$ cat config.mk
export PLATFORM = sky130hd
export DESIGN_NAME = exec_seq_ctrl_flat
export DESIGN_NICKNAME = d
export VERILOG_FILES = /design/src/rtl/exec_seq_ctrl_if.sv /design/src/rtl/exec_seq_ctrl.sv /design/src/flat_wrapper.sv
export SDC_FILE = /design/constraint.sdc
export NUM_CORES = 1
export LEC_CHECK = 0
export ABC_AREA = 1
export CAP_MARGIN = 30
export CORE_MARGIN = 2
export CORE_UTILIZATION = 30
export DETAILED_ROUTE_END_ITERATION = 7
export SYNTH_ARGS = -nofsm -noshare
export SYNTH_HDL_FRONTEND = slang
export SYNTH_SLANG_ARGS = --single-unit
$ cat constraint.sdc
create_clock -name clk -period 2.9 [get_ports clk]
set_input_delay 0.87 -clock clk [delete_from_list [all_inputs] [get_ports clk]]
set_output_delay 0.87 -clock clk [all_outputs]
set_load 0.02 [all_outputs]
$ cat src/rtl/exec_seq_ctrl_if.sv
// Host load stream into the execution sequencer: one word per handshake,
// routed by in_sel to o1/o2/w1/w2.
interface exec_seq_ctrl_if #(
    parameter int OP_SIZE = 32
);
    logic               in_valid;
    logic               in_ready;
    logic [1:0]         in_sel;
    logic [OP_SIZE-1:0] in_data;

    modport master (output in_valid, in_sel, in_data, input in_ready);
    modport slave  (input in_valid, in_sel, in_data, output in_ready);
endinterface

$ cat src/rtl/exec_seq_ctrl.sv
// Sequencer for the two-lane MAC datapath: loads operand/weight vectors,
// runs the pop/accumulate pass, drains the PE chain and writes the sum to o1.
module exec_seq_ctrl #(
    parameter int OP_SIZE  = 32,
    parameter int LEN_W    = 8,
    parameter int PIPE_LAT = 3
) (
    input  logic               clk,
    input  logic               rst,
    input  logic               start,
    input  logic               abort,
    input  logic               rewind,
    input  logic               two_lay,
    input  logic [LEN_W-1:0]   vec_len,
    exec_seq_ctrl_if.slave     host,
    input  logic               computation_end,
    output logic               r,
    output logic               e,
    output logic               o1,
    output logic               o2,
    output logic               w1,
    output logic               w2,
    output logic               reset,
    output logic               next,
    output logic [OP_SIZE-1:0] op,
    output logic               busy,
    output logic               done,
    output logic               err
);
    typedef enum logic [2:0] {IDLE, LOAD, RUN, DRAIN, WB, DONE} state_t;
    typedef struct packed {
        logic r, e, o1, o2, w1, w2, reset, next;
    } strb_t;

    state_t                  state_q, state_d;
    strb_t                   strb_q, strb_d;
    logic [OP_SIZE-1:0]      op_q, op_d;
    logic                    busy_q, busy_d, done_q, done_d, err_q, err_d;
    logic                    rdy_q, rdy_d, lay2_q, lay2_d;
    logic [LEN_W-1:0]        len_q, len_d, run_cnt_q, run_cnt_d;
    // Load counters indexed by in_sel: 0=o1, 1=o2, 2=w1, 3=w2
    logic [3:0][LEN_W-1:0]   cnt_q, cnt_d, quota;
    logic [3:0]              full;
    logic                    hs, last_push;

    assign hs = host.in_valid & rdy_q;

    always_comb begin
        quota[0]  = len_q;
        quota[1]  = lay2_q ? len_q : '0;
        quota[2]  = len_q;
        quota[3]  = lay2_q ? len_q : '0;
        last_push = 1'b1;
        for (int k = 0; k < 4; k++) begin
            full[k] = (cnt_q[k] == quota[k]);
            if (k == int'(host.in_sel))
                last_push = last_push & ((cnt_q[k] + LEN_W'(1)) == quota[k]);
            else
                last_push = last_push & full[k];
        end
    end

    always_comb begin
        state_d   = state_q;
        strb_d    = '0;
        op_d      = '0;
        done_d    = 1'b0;
        err_d     = 1'b0;
        rdy_d     = 1'b0;
        len_d     = len_q;
        lay2_d    = lay2_q;
        run_cnt_d = run_cnt_q;
        cnt_d     = cnt_q;
        case (state_q)
            IDLE: begin
                if (start) begin
                    // A zero-length job or an unconsumed previous result is refused
                    if (vec_len == '0 || !computation_end) begin
                        err_d = 1'b1;
                    end else begin
                        len_d     = vec_len;
                        lay2_d    = two_lay;
                        cnt_d     = '0;
                        run_cnt_d = '0;
                        rdy_d     = 1'b1;
                        state_d   = LOAD;
                    end
                end else if (rewind) begin
                    strb_d.reset = 1'b1;
                    strb_d.o1    = 1'b1;
                    strb_d.o2    = lay2_q;
                end
            end
            LOAD: begin
                rdy_d = 1'b1;
                if (hs) begin
                    if (full[host.in_sel]) begin
                        err_d = 1'b1;
                    end else begin
                        cnt_d[host.in_sel] = cnt_q[host.in_sel] + LEN_W'(1);
                        op_d = host.in_data;
                        case (host.in_sel)
                            2'd0:    strb_d.o1 = 1'b1;
                            2'd1:    strb_d.o2 = 1'b1;
                            2'd2:    strb_d.w1 = 1'b1;
                            default: strb_d.w2 = 1'b1;
                        endcase
                        if (last_push) begin
                            rdy_d     = 1'b0;
                            run_cnt_d = '0;
                            state_d   = RUN;
                        end
                    end
                end
            end
            RUN: begin
                strb_d.r  = 1'b1;
                strb_d.o1 = 1'b1;
                strb_d.w1 = 1'b1;
                strb_d.o2 = lay2_q;
                strb_d.w2 = lay2_q;
                // First pop restarts the accumulator instead of adding to feedback
                strb_d.e  = (run_cnt_q == '0);
                if (run_cnt_q == len_q - LEN_W'(1)) begin
                    run_cnt_d = '0;
                    state_d   = DRAIN;
                end else begin
                    run_cnt_d = run_cnt_q + LEN_W'(1);
                end
            end
            DRAIN: begin
                if (run_cnt_q == LEN_W'(PIPE_LAT - 1)) begin
                    run_cnt_d = '0;
                    state_d   = WB;
                end else begin
                    run_cnt_d = run_cnt_q + LEN_W'(1);
                end
            end
            WB: begin
                strb_d.e  = 1'b1;
                strb_d.o1 = 1'b1;
                state_d   = DONE;
            end
            DONE: begin
                done_d      = 1'b1;
                strb_d.next = 1'b1;
                strb_d.o1   = 1'b1;
                state_d     = IDLE;
            end
            default: state_d = IDLE;
        endcase
        if (abort) begin
            state_d   = IDLE;
            strb_d    = '0;
            op_d      = '0;
            rdy_d     = 1'b0;
            done_d    = 1'b0;
            err_d     = (state_q != IDLE);
            cnt_d     = '0;
            run_cnt_d = '0;
        end
        busy_d = (state_d != IDLE);
    end

    always_ff @(posedge clk or negedge rst) begin
        if (!rst) begin
            state_q   <= IDLE;
            strb_q    <= '0;
            op_q      <= '0;
            busy_q    <= 1'b0;
            done_q    <= 1'b0;
            err_q     <= 1'b0;
            rdy_q     <= 1'b0;
            lay2_q    <= 1'b0;
            len_q     <= '0;
            run_cnt_q <= '0;
            cnt_q     <= '0;
        end else begin
            state_q   <= state_d;
            strb_q    <= strb_d;
            op_q      <= op_d;
            busy_q    <= busy_d;
            done_q    <= done_d;
            err_q     <= err_d;
            rdy_q     <= rdy_d;
            lay2_q    <= lay2_d;
            len_q     <= len_d;
            run_cnt_q <= run_cnt_d;
            cnt_q     <= cnt_d;
        end
    end

    assign r             = strb_q.r;
    assign e             = strb_q.e;
    assign o1            = strb_q.o1;
    assign o2            = strb_q.o2;
    assign w1            = strb_q.w1;
    assign w2            = strb_q.w2;
    assign reset         = strb_q.reset;
    assign next          = strb_q.next;
    assign op            = op_q;
    assign busy          = busy_q;
    assign done          = done_q;
    assign err           = err_q;
    assign host.in_ready = rdy_q;
endmodule

$ cat src/flat_wrapper.sv
// flat-port wrapper written by rule: the top's interface ports become plain ports
module exec_seq_ctrl_flat 
#(
    parameter int OP_SIZE  = 32,
    parameter int LEN_W    = 8,
    parameter int PIPE_LAT = 3
)
  (clk, rst, start, abort, rewind, two_lay, vec_len, computation_end, r, e, o1, o2, w1, w2, reset, next, op, busy, done, err, host_in_valid, host_in_sel, host_in_data, host_in_ready);
  exec_seq_ctrl_if #(.OP_SIZE(OP_SIZE)) host_i ();
  input  logic clk;
  input  logic rst;
  input  logic start;
  input  logic abort;
  input  logic rewind;
  input  logic two_lay;
  input  logic [LEN_W-1:0] vec_len;
  input  logic computation_end;
  output logic r;
  output logic e;
  output logic o1;
  output logic o2;
  output logic w1;
  output logic w2;
  output logic reset;
  output logic next;
  output logic [OP_SIZE-1:0] op;
  output logic busy;
  output logic done;
  output logic err;
  input wire logic [$bits(host_i.in_valid)-1:0] host_in_valid;
  input wire logic [$bits(host_i.in_sel)-1:0] host_in_sel;
  input wire logic [$bits(host_i.in_data)-1:0] host_in_data;
  output wire logic [$bits(host_i.in_ready)-1:0] host_in_ready;
  assign host_i.in_valid = host_in_valid;
  assign host_i.in_sel = host_in_sel;
  assign host_i.in_data = host_in_data;
  assign host_in_ready = host_i.in_ready;
  exec_seq_ctrl #(.OP_SIZE(OP_SIZE), .LEN_W(LEN_W), .PIPE_LAT(PIPE_LAT)) u_core (.clk(clk), .rst(rst), .start(start), .abort(abort), .rewind(rewind), .two_lay(two_lay), .vec_len(vec_len), .host(host_i), .computation_end(computation_end), .r(r), .e(e), .o1(o1), .o2(o2), .w1(w1), .w2(w2), .reset(reset), .next(next), .op(op), .busy(busy), .done(done), .err(err));
endmodule
==> results.md, run 1 <==
- FFs w/ async S/R, synth: 100%
- Most frequent cells in the layout: nand2_1 (309), nor2_1 (115), dfrtp_1 (95)
- Number of flops mapped to enable cells by yosys: 0
- Max Buffers Root-to-Sink: 2
- Clk slew on worst S/H paths: 0.08 ns
- Iter 0 DRT Violations: 422
- Setup-failing EPs final: 0
- Synth Register Bits: 95
- Num CTS Buffers: 9
- Fmax: 369 MHz
- Rel. slew slack: 61.2%
- Worst Path Arrival: 3.01 ns
- # clock sinks: 95
- Reg2reg path depth: 16
- Final hold violations: 0
- Internal: 2.31 mW
- Crit path top cell by count: nand2_1
- Post-DP HPWL: 14.8 mm
- Final worst-path cycle share: 93.5%
- Final Slew Violations: 0
- H-tree Lvls: 3
- HP Class: in -> async
- Antenna cells: 0
- Critical Path End Type: flop
- Sw frac: 33.4%
- Avg WL per Cell: 14.7 um
- Final WL: 18.9 mm
- Setup CP Type: in -> reg
- Max cap viols: 0
- Ys Warns: 0
- Flop-to-flop setup slack: 0.28 ns
- CTS tree: yes
- NetSw: 1.16 mW
- Post-synth cell types: 34
- Setup Skew: 0.0149 ns
- Buf/Inv on CP: 4
- DR vias/cell: 4.74
- Critical R2R Launch: u_core.lay2_q
- Grt ovf: 0
- Status: finished clean
- CP required: 3.20 ns
- CTS root buffer: clkbuf_16
- Pwr dens: 445 nW/um^2
- Port-buffer cells: 93
- Register area share after synthesis: 39.8%
- GRT Total Usage: 18.4%
- Most common cell after layout, fill and taps aside: nand2_1
- Antenna viol nets, final: 0
- Synth Cell Area: 5970 um^2
- Avg Inst Size Synth: 6.77 um^2
- CTS Hold Bufs: 0
- Critical-path cell list: clkdlybuf4s50_1, inv_1, nand2_1, inv_1, nand3_2, nand3_2, nor2_4, nand2_2, buf_4, nor2_1, nand2_1, nand3_1, nand3_1, nand2_1
- Reg power frac: 41.0%
- Slowest Stage Delay on Critical Path: 0.52 ns
- IO Pins: 94
- Number of setup buffers added after CTS: 0
- Crit-path leading delay family: simple AND/OR/NAND/NOR gates
- Synthesized netlist cell count: 882
- Final #Nets: 1068
- Leak pwr: 3.87 nW
- Pin count of the biggest net entering global routing: 46
- Total Power: 3.47 mW
- Antenna violations before repair: 0
- Fraction of layout cells with a size suffix above 1: 9.17%
- Die W: 145 um
- Row count: 51
- Crit Reg-Reg Endpoint: u_core.o1
- Vias in the first global route: 5767
- CP Max Fanout: 4
- Minimum clock period: 2.71 ns
- Synth Net Count: 941
- 1st-pass router iterations: 5
- CP Launch Type: primary input
- Routability Congestion: 0.950
- Maximum vdd drop: 0.322 mV
- Layout area overhead: 30.7%
- Global-route wire length before repair: 30.7 mm
- Residual DRC: 0
- WHS: 0.509 ns
- Die area: 21000 um^2
- Setup crit start: host_in_sel[1]
- Ys flop type: dfrtp_1
- Comb pwr share: 23.5%
- Worst-Margin Slew: 0.582 ns
- Die span in y: 145 um
- Worst skew pair latency: 0.36 ns
- Vias: 6062
- Starting Density: 30.6%
- Clock power share: 35.5%
- Slowest CP cell: clkdlybuf4s50_1
- RSZ-0062 raised after global routing: false
- Core Area: 19500 um^2
[layer usage]
metal	vias to the layer above	global-route usage, %	share of wire, %
li1	3015	-	-
met1	2810	23.8	44
met2	200	29.3	45
met3	37	5.44	8.0
met4	0	6.18	3.1
met5	-	0	0
[per-stage QoR]
step           area (um^2)  TNS, ns  std cells  utilization, %  setup slack [ns]
6_report              7800        0       1279            40.0             0.187
5_1_grt               7800        0       1279            40.0           0.00836
4_1_cts               7790        0       1279            39.9             0.176
3_5_place_dp          7480    -3.13       1263            38.3            -0.184
3_3_place_gp          7480    -2.76       1263            38.3            -0.249
2_1_floorplan         5970        0        882               -             0.485
[cells by family after synthesis]
| logic type | after synthesis | synth area share [%] |
|---|---|---|
| compound gates | 67 | 6.06 |
| xor+xnor | 37 | 5.43 |
| fa+ha+maj | 9 | 1.89 |
| buf+inv | 124 | 8.30 |
| flops | 95 | 39.8 |
| mux | 3 | 0.566 |
| simple gates | 547 | 38.0 |
[worst register-to-register path, stage by stage (launching register included)]
cell,delay (ns)
dfrtp_1,0.57
buf_4,0.24
nand2_1,0.12
nand2_1,0.13
nand2_1,0.08
nand2_1,0.07
nor2_1,0.06
nand3_2,0.07
nand3_2,0.12
nor2_4,0.12
nand2_2,0.06
buf_4,0.14
nor2_1,0.33
nand2_1,0.18
nand3_1,0.10
nand3_1,0.09
nand2_1,0.08
[timing repair]
action / in CTS / in global routing
gates resized for setup: 0 / 4
endpoints found under the hold margin: 0 / 0
endpoints found under the setup margin: 0 / 11
[sequential cells by signal, summed over array words and instances, names as in the netlist, 3 cells and up]
| name | flops |
|---|---|
| u_core.state_q | 3 |
| u_core.len_q | 8 |
| u_core.run_cnt_q | 8 |
| u_core.op | 32 |
| u_core.cnt_q | 32 |
[final cells by class]
cell class	instances	area [um^2]
fill	2076	11700
sequential	95	2380
clock buffer	9	225
timing repair buffer	142	1310
clock inverter	7	83.8
inverter	98	368
tap	265	332
multi-input combinational	663	3110
[power by group through the flow]
stage | combinational [mW] | sequential [mW] | clock, mW
floorplan | 0.518 | 1.41 | 0
global placement | 0.812 | 1.45 | 0
detailed placement | 0.813 | 1.45 | 0
CTS | 0.816 | 1.42 | 1.27
global route | 0.912 | 1.43 | 1.32
finish | 0.815 | 1.42 | 1.23
[synthesized netlist by cell type, types with 3 or more instances]
cell / instances / area share (%)
a21oi_1: 17 / 1.4
a22oi_1: 3 / 0.38
buf_2: 8 / 0.67
buf_4: 3 / 0.38
clkbuf_1: 12 / 0.75
dfrtp_1: 95 / 40
ha_1: 9 / 1.9
inv_1: 93 / 5.8
inv_2: 5 / 0.31
mux2_2: 3 / 0.57
nand2_1: 310 / 19
nand2_2: 7 / 0.73
nand3_1: 81 / 6.8
nand4_1: 8 / 0.84
nor2_1: 116 / 7.3
nor3_1: 9 / 0.75
nor4_1: 3 / 0.31
o21ai_0: 14 / 1.2
o21ai_1: 21 / 1.8
o22ai_1: 9 / 0.94
or2_2: 4 / 0.42
xnor2_1: 15 / 2.2
xor2_1: 22 / 3.2
[worst max-delay path by stage]
stage | endpoint | slack, ns | depth (start not counted)
floorplan | u_core.cnt_q[13] | 0.49 | 12
CTS | u_core.o1 | 0.18 | 14
finish | u_core.o1 | 0.19 | 14
global route | u_core.run_cnt_q[4] | 0.008 | 15
detailed placement | u_core.o1 | -0.18 | 14
global placement | u_core.o1 | -0.25 | 14
No activity file was read; power rests on OpenSTA's default activity.
==> run 2: changes to the inputs <==
--- a/config.mk
+++ b/config.mk
@@ -7,7 +7,7 @@
 export LEC_CHECK = 0
 export ABC_AREA = 1
 export CAP_MARGIN = 30
-export CORE_MARGIN = 2
+export CORE_MARGIN = 1.5
 export CORE_UTILIZATION = 30
 export DETAILED_ROUTE_END_ITERATION = 7
 export SYNTH_ARGS = -nofsm -noshare
==> run 2 against run 1 <==
Final cell count is 0.63% higher. Via count is 2.0% lower. Global-route usage is 0.082 points lower. Critical endpoint is now u_core.cnt_q[5]. Combinational power is 2.8% higher. Power is 1.4% higher. Count of clock-buffer cells in the layout stayed put. Hold slack worse by 0.055 ns.
==> results.md, run 2 (same netlist as run 1, synthesis figures left out) <==
- DR vias/cell: 4.62 (was 4.74)
- Port-buffer cells: 93 (unchanged)
- Rel. slew slack: 70.6% (was 61.2%)
- Row count: 51 (unchanged)
- Die W: 144 um (was 145 um)
- Maximum vdd drop: 0.294 mV (was 0.322 mV)
- Starting Density: 30.7% (was 30.6%)
- Crit Reg-Reg Endpoint: u_core.run_cnt_q[5] (was u_core.o1)
- Fin util: 40.5% (was 40.0%)
- Iter 0 DRT Violations: 328 (was 422)
- Dpl ws: -0.124 ns (was -0.184 ns)
- H-tree Lvls: 3 (unchanged)
- CTS tree: yes (unchanged)
- Most frequent cells in the layout: nand2_1 (310), nor2_1 (115), dfrtp_1 (95) (was nand2_1 (309), nor2_1 (115), dfrtp_1 (95))
- Critical-path cell list: clkdlybuf4s50_1, nand2_1, buf_4, nor2_1, nor3_1, inv_1, nand2_1, nor2_1, inv_1, nor2_1, nand2_1, xor2_1, buf_4, o21ai_1 (was clkdlybuf4s50_1, inv_1, nand2_1, inv_1, nand3_2, nand3_2, nor2_4, nand2_2, buf_4, nor2_1, nand2_1, nand3_1, nand3_1, nand2_1)
- End of the critical path: u_core.cnt_q[5] (was u_core.o1)
- CTS root buffer: clkbuf_16 (unchanged)
- Layout area overhead: 32.1% (was 30.7%)
- Avg WL per Cell: 14.3 um (was 14.7 um)
- Worst skew pair latency: 0.35 ns (was 0.36 ns)
- Slowest CP cell: clkdlybuf4s50_1 (unchanged)
- Die span in y: 144 um (was 145 um)
- Pwr dens: 446 nW/um^2 (was 445 nW/um^2)
- Slowest Stage Delay on Critical Path: 0.54 ns (was 0.52 ns)
- WHS: 0.454 ns (was 0.509 ns)
- Fmax: 367 MHz (was 369 MHz)
- Global-route wire length before repair: 29.1 mm (was 30.7 mm)
- Number of setup buffers added after CTS: 0 (unchanged)
- Most used routing layer: met2 (unchanged)
- Status: finished clean (unchanged)
- Fin area: 7890 um^2 (was 7800 um^2)
- CP required: 3.14 ns (was 3.20 ns)
- Fraction of layout cells with a size suffix above 1: 9.78% (was 9.17%)
- HP Class: in -> async (unchanged)
- Most common cell after layout, fill and taps aside: nand2_1 (unchanged)
- Fillers: 2018 (was 2076)
- Pin count of the biggest net entering global routing: 34 (was 46)
- Final Slew Violations: 0 (unchanged)
- Post-DP HPWL: 14.6 mm (was 14.8 mm)
- Final hold violations: 0 (unchanged)
- Critical Path End Type: flop (unchanged)
- Area after DPL: 7570 um^2 (was 7480 um^2)
- Core Area: 19500 um^2 (about the same)
- Final Non-Filler Cells: 1287 (was 1279)
- Critical R2R Launch: u_core.len_q[0] (was u_core.lay2_q)
- Final worst-path cycle share: 93.9% (was 93.5%)
- IO Pins: 94 (unchanged)
- Setup CP Type: in -> reg (unchanged)
- GR Util met3: 4.80% (was 5.44%)
- Fin worst setup slack: 0.177 ns (was 0.187 ns)
- Minimum clock period: 2.72 ns (was 2.71 ns)
- Die area: 20800 um^2 (was 21000 um^2)
- Routability Congestion: 1.02 (was 0.950)
- Max Buffers Root-to-Sink: 2 (unchanged)
- Setup Skew: 0.00692 ns (was 0.0149 ns)
- Max cap viols: 0 (unchanged)
- Antenna viol nets, final: 0 (unchanged)
- Final #Nets: 1076 (was 1068)
- Reg2reg path depth: 12 (was 16)
- Worst Path Arrival: 2.96 ns (was 3.01 ns)
- GRT met2 Usage: 28.6% (was 29.3%)
- Antenna violations before repair: 0 (unchanged)
- 1st-pass router iterations: 7 (was 5)
- Grt ovf: 0 (unchanged)
- Vias in the first global route: 5596 (was 5767)
- Vias: 5942 (was 6062)
- Worst-Margin Slew: 0.441 ns (was 0.582 ns)
- Residual DRC: 0 (unchanged)
- Antenna cells: 0 (unchanged)
- GRT Total Usage: 18.3% (was 18.4%)
- CP Max Fanout: 4 (unchanged)
- Leak pwr: 3.92 nW (was 3.87 nW)
- RSZ-0062 raised after global routing: false (unchanged)
- Num CTS Buffers: 9 (unchanged)
- Final WL: 18.5 mm (was 18.9 mm)
- Clk slew on worst S/H paths: 0.07 ns (was 0.08 ns)
- DP Cell Count: 1271 (was 1263)
- Met1 track demand over resource: 24.1% (was 23.8%)
- Setup crit start: host_in_sel[0] (was host_in_sel[1])
- Flop-to-flop setup slack: 0.33 ns (was 0.28 ns)
- # clock sinks: 95 (unchanged)
- CP Launch Type: primary input (unchanged)
- Setup-failing EPs final: 0 (unchanged)
-- run 2: area by class of cell --
cell class / count / area (um^2) / area share (%)
Clock buffer: 9 / 225 / 2.86
Clock inverter: 7 / 90.1 / 1.14
Inverter: 98 / 368 / 4.66
Multi-Input combinational cell: 663 / 3100 / 39.3
Sequential cell: 95 / 2380 / 30.1
Tap cell: 265 / 332 / 4.20
Timing Repair Buffer: 150 / 1390 / 17.7
-- run 2: repair_timing --
item / 4_1_cts / 5_1_grt
hold endpoints to repair: 0 / 0
endpoints found under the setup margin: 0 / 8
hold buffers: 0 / 0
gates resized for setup: 0 / 3
-- run 2: worst max-delay path: cells and delay by family --
kind                      cells  cell delay (ns)
buffers and inverters         5             1.02
xor gates and xnor gates      1             0.22
AOI/OAI and AO/OA             1             0.06
and+or+nand+nor               7             0.80
-- run 2: how the worst min path moves through the flow --
| stage | depth (start not counted) | endpoint | startpoint |
|---|---|---|---|
| 6_report | 1 | u_core.run_cnt_q[3] | rst |
| 5_1_grt | 1 | u_core.run_cnt_q[7] | rst |
| 4_1_cts | 1 | u_core.run_cnt_q[7] | rst |
| 3_5_place_dp | 2 | u_core.cnt_q[7] | u_core.cnt_q[7] |
| 3_3_place_gp | 2 | u_core.cnt_q[7] | u_core.cnt_q[7] |
| 2_1_floorplan | 2 | u_core.cnt_q[7] | u_core.cnt_q[7] |
-- run 2: power by group --
part	internal, mW	switching, mW	total (mW)
logic	0.350	0.488	0.838
registers	1.36	0.0661	1.42
clock network	0.688	0.569	1.26
total	2.40	1.12	3.52
-- run 2: stage by stage --
stage / TNS, ns / power, mW
after CTS: 0 / 3.56
after floorplan: 0 / 1.92
after detailed placement: -2.23 / 2.28
after global routing: 0 / 3.70
final: 0 / 3.52
after global placement: -1.78 / 2.28
-- run 2: per-layer routing --
metal  up-vias  part of all wire (%)
met1      2692                    45
li1       3028                     -
met3        34                   6.7
met4         0                   3.2
met2       188                    45
met5         -                     0
==> run 3: changes to the inputs <==
==> constraint.sdc (replaced) <==
create_clock -name clk -period 2.3 [get_ports clk]
set_input_delay 0.69 -clock clk [delete_from_list [all_inputs] [get_ports clk]]
set_output_delay 0.69 -clock clk [all_outputs]
set_load 0.02 [all_outputs]
==> run 3 against run 2 <==
First-iteration DRC count grew 20%. Non-clock buffer count grew 61. Sequential cell count unchanged. Power increased by 34%. Largest power group unchanged. Highest routed layer unchanged.
==> results.md, run 3 (same netlist as run 1, synthesis figures left out) <==
- Setup Skew: 0.00778 ns (was 0.00692 ns)
- Vias: 6343 (was 5942)
- 1st-pass router iterations: 5 (was 7)
- Crit path top cell by count: nand2_2
- GRT Total Usage: 19.4% (was 18.3%)
- Die W: 144 um (unchanged)
- Reg power frac: 37.9% (was 40.4%)
- Critical Path End Type: flop (unchanged)
- Residual DRC: 0 (unchanged)
- Avg WL per Cell: 14.8 um (was 14.3 um)
- Critical-path cell list: buf_6, buf_4, nand3_4, nand2_2, nand2_2, nor2_2, nand3_2, nand3_4, nor2_4, nand2_2, nand2_2, nand2_2, nor2_4, buf_12, nand2_4, nand2_1, o21ai_1 (was clkdlybuf4s50_1, nand2_1, buf_4, nor2_1, nor3_1, inv_1, nand2_1, nor2_1, inv_1, nor2_1, nand2_1, xor2_1, buf_4, o21ai_1)
- Antenna cells: 0 (unchanged)
- Fin util: 44.8% (was 40.5%)
- Row count: 51 (unchanged)
- Die span in y: 144 um (unchanged)
- Minimum clock period: 2.30 ns
- CP required: 2.54 ns (was 3.14 ns)
- Final Slew Violations: 0 (unchanged)
- Final #Nets: 1137 (was 1076)
- Most frequent cells in the layout: nand2_1 (278), nor2_1 (107), buf_4 (107) (was nand2_1 (310), nor2_1 (115), dfrtp_1 (95))
- Antenna violations before repair: 0 (unchanged)
- Die area: 20800 um^2 (unchanged)
- WHS: 0.287 ns (was 0.454 ns)
- Layout area overhead: 46.0% (was 32.1%)
- Worst-Margin Slew: 0.529 ns (was 0.441 ns)
- CTS tree: yes (unchanged)
- Max cap viols: 0 (unchanged)
- Status: finished clean (unchanged)
- Crit-path leading delay family: simple AND/OR/NAND/NOR gates (was buffers and inverters)
- Slowest CP cell: dfrtp_2 (was clkdlybuf4s50_1)
- Internal: 3.10 mW (was 2.40 mW)
- Clk slew on worst S/H paths: 0.08 ns (was 0.07 ns)
- Core Area: 19500 um^2 (unchanged)
- CTS root buffer: clkbuf_16 (unchanged)
- Comb pwr share: 28.7% (was 23.8%)
- Worst Path Arrival: 2.54 ns (was 2.96 ns)
- Clock power share: 33.5% (was 35.7%)
- Grt ovf: 0 (unchanged)
- IO Pins: 94 (unchanged)
- Port-buffer cells: 93 (unchanged)
- Post-DP HPWL: 15.2 mm (was 14.6 mm)
- Fmax: 435 MHz
- # clock sinks: 95 (unchanged)
- Area after DPL: 7960 um^2 (was 7570 um^2)
- CP Launch Type: flop (was primary input)
- Setup CP Type: reg -> reg (was in -> reg)
- DR vias/cell: 4.71 (was 4.62)
- Buf/Inv on CP: 3 (was 5)
- Sw frac: 34.2% (was 31.9%)
- Max Buffers Root-to-Sink: 2 (unchanged)
- Num CTS Buffers: 9 (unchanged)
- HP Class: in -> async (unchanged)
- Pwr dens: 541 nW/um^2 (was 446 nW/um^2)
- H-tree Lvls: 3 (unchanged)
- Critical R2R Launch: u_core.lay2_q (was u_core.len_q[0])
- Final worst-path cycle share: 99.9%
- Maximum vdd drop: 0.359 mV (was 0.294 mV)
- Global-route wire length before repair: 30.7 mm (was 29.1 mm)
- Total Power: 4.72 mW (was 3.52 mW)
- Rel. slew slack: 64.7% (was 70.6%)
- RSZ-0062 raised after global routing: true (was false)
- Final hold violations: 0 (unchanged)
- Antenna viol nets, final: 0 (unchanged)
- CP Max Fanout: 8 (was 4)
- Setup-failing EPs final: 0 (unchanged)
- Iter 0 DRT Violations: 392 (was 328)
- Fin area: 8720 um^2 (was 7890 um^2)
- Most common cell after layout, fill and taps aside: nand2_1 (unchanged)
- Vias in the first global route: 5957 (was 5596)
- Worst skew pair latency: 0.36 ns (was 0.35 ns)
- Starting Density: 30.7% (unchanged)
- Final WL: 19.9 mm (was 18.5 mm)
- CTS Hold Bufs: 0 (unchanged)
- Slowest Stage Delay on Critical Path: 0.49 ns (was 0.54 ns)
- Routability Congestion: 0.943 (was 1.02)
- Fraction of layout cells with a size suffix above 1: 21.1% (was 9.78%)
- Pin count of the biggest net entering global routing: 40 (was 34)
- Leak pwr: 4.30 nW (was 3.92 nW)
- Setup tns final: 0 ns (unchanged)
- NetSw: 1.61 mW (was 1.12 mW)
- Setup crit start: u_core.lay2_q (was host_in_sel[0])
-- run 3: cell types whose count changed in the layout (fill, tap and decap cells not counted), sizes merged --
cell | previous run | this run
clkinv | 1 | 2
bufinv | 1 | 0
clkinvlp | 2 | 0
clkbuf | 9 | 10
inv | 101 | 103
buf | 58 | 118
clkdlybuf4s50 | 92 | 90
dlygate4sd2 | 0 | 2
-- run 3: metal layers --
| metal | up-vias | track usage, % | share of wire (%) |
|---|---|---|---|
| met3 | 40 | 4.14 | 6.6 |
| met1 | 2944 | 25.3 | 44 |
| met4 | 0 | 9.34 | 3.7 |
| met2 | 207 | 30.5 | 46 |
| li1 | 3152 | - | - |
| met5 | - | 0 | 0 |
-- run 3: final timing paths --
path                                       endpoint  slack (ns)  depth (start not counted)
worst min-delay path            u_core.run_cnt_q[3]        0.29                          1
worst max register to register     u_core.cnt_q[25]       0.003                         17
max in group asynchronous             u_core.lay2_q        1.40                          2
worst max-delay path               u_core.cnt_q[25]       0.003                         17
min in group clk                u_core.run_cnt_q[7]        0.57                          2
worst min register to register  u_core.run_cnt_q[7]        0.57                          2
-- run 3: layout make-up --
cell class              count  area [um^2]
clock buffers               9          225
fillers                  1963        10700
well taps                 265          332
repair buffers            211         1910
inverters                  98          373
flip-flops and latches     95         2390
clock inverters             7         81.3
multi-input cells         663         3410
-- run 3: worst register-to-register path, stage by stage, from the launching register on --
cell and delay [ns]:
dfrtp_2 0.49, buf_6 0.17, buf_4 0.15, nand3_4 0.08
nand2_2 0.07, nand2_2 0.08, nor2_2 0.05, nand3_2 0.07
nand3_4 0.09, nor2_4 0.12, nand2_2 0.08, nand2_2 0.07
nand2_2 0.07, nor2_4 0.19, buf_12 0.19, nand2_4 0.11
nand2_1 0.07, o21ai_1 0.06
-- run 3: per-stage QoR --
step,cells,worst slack (ns)
6_report,1348,0.00302
5_1_grt,1348,-0.0832
4_1_cts,1339,0.000434
3_5_place_dp,1322,-0.561
3_3_place_gp,1322,-0.581
2_1_floorplan,882,0.0652
-- run 3: power by group through the flow --
stage / Combinational (mW) / Clock, mW / Sequential (mW)
finish: 1.35 / 1.58 / 1.79
global route: 1.48 / 1.69 / 1.79
CTS: 1.21 / 1.62 / 1.78
detailed placement: 1.17 / 0 / 1.81
global placement: 1.16 / 0 / 1.81
floorplan: 0.653 / 0 / 1.77
-- run 3: repair_timing --
item | in CTS | in global routing
resized for setup | 22 | 81
cloned | 0 | 1
endpoints found under the setup margin | 47 | 46
pin swaps | 0 | 16
buffers inserted | 1 | 8
endpoints found under the hold margin | 0 | 0
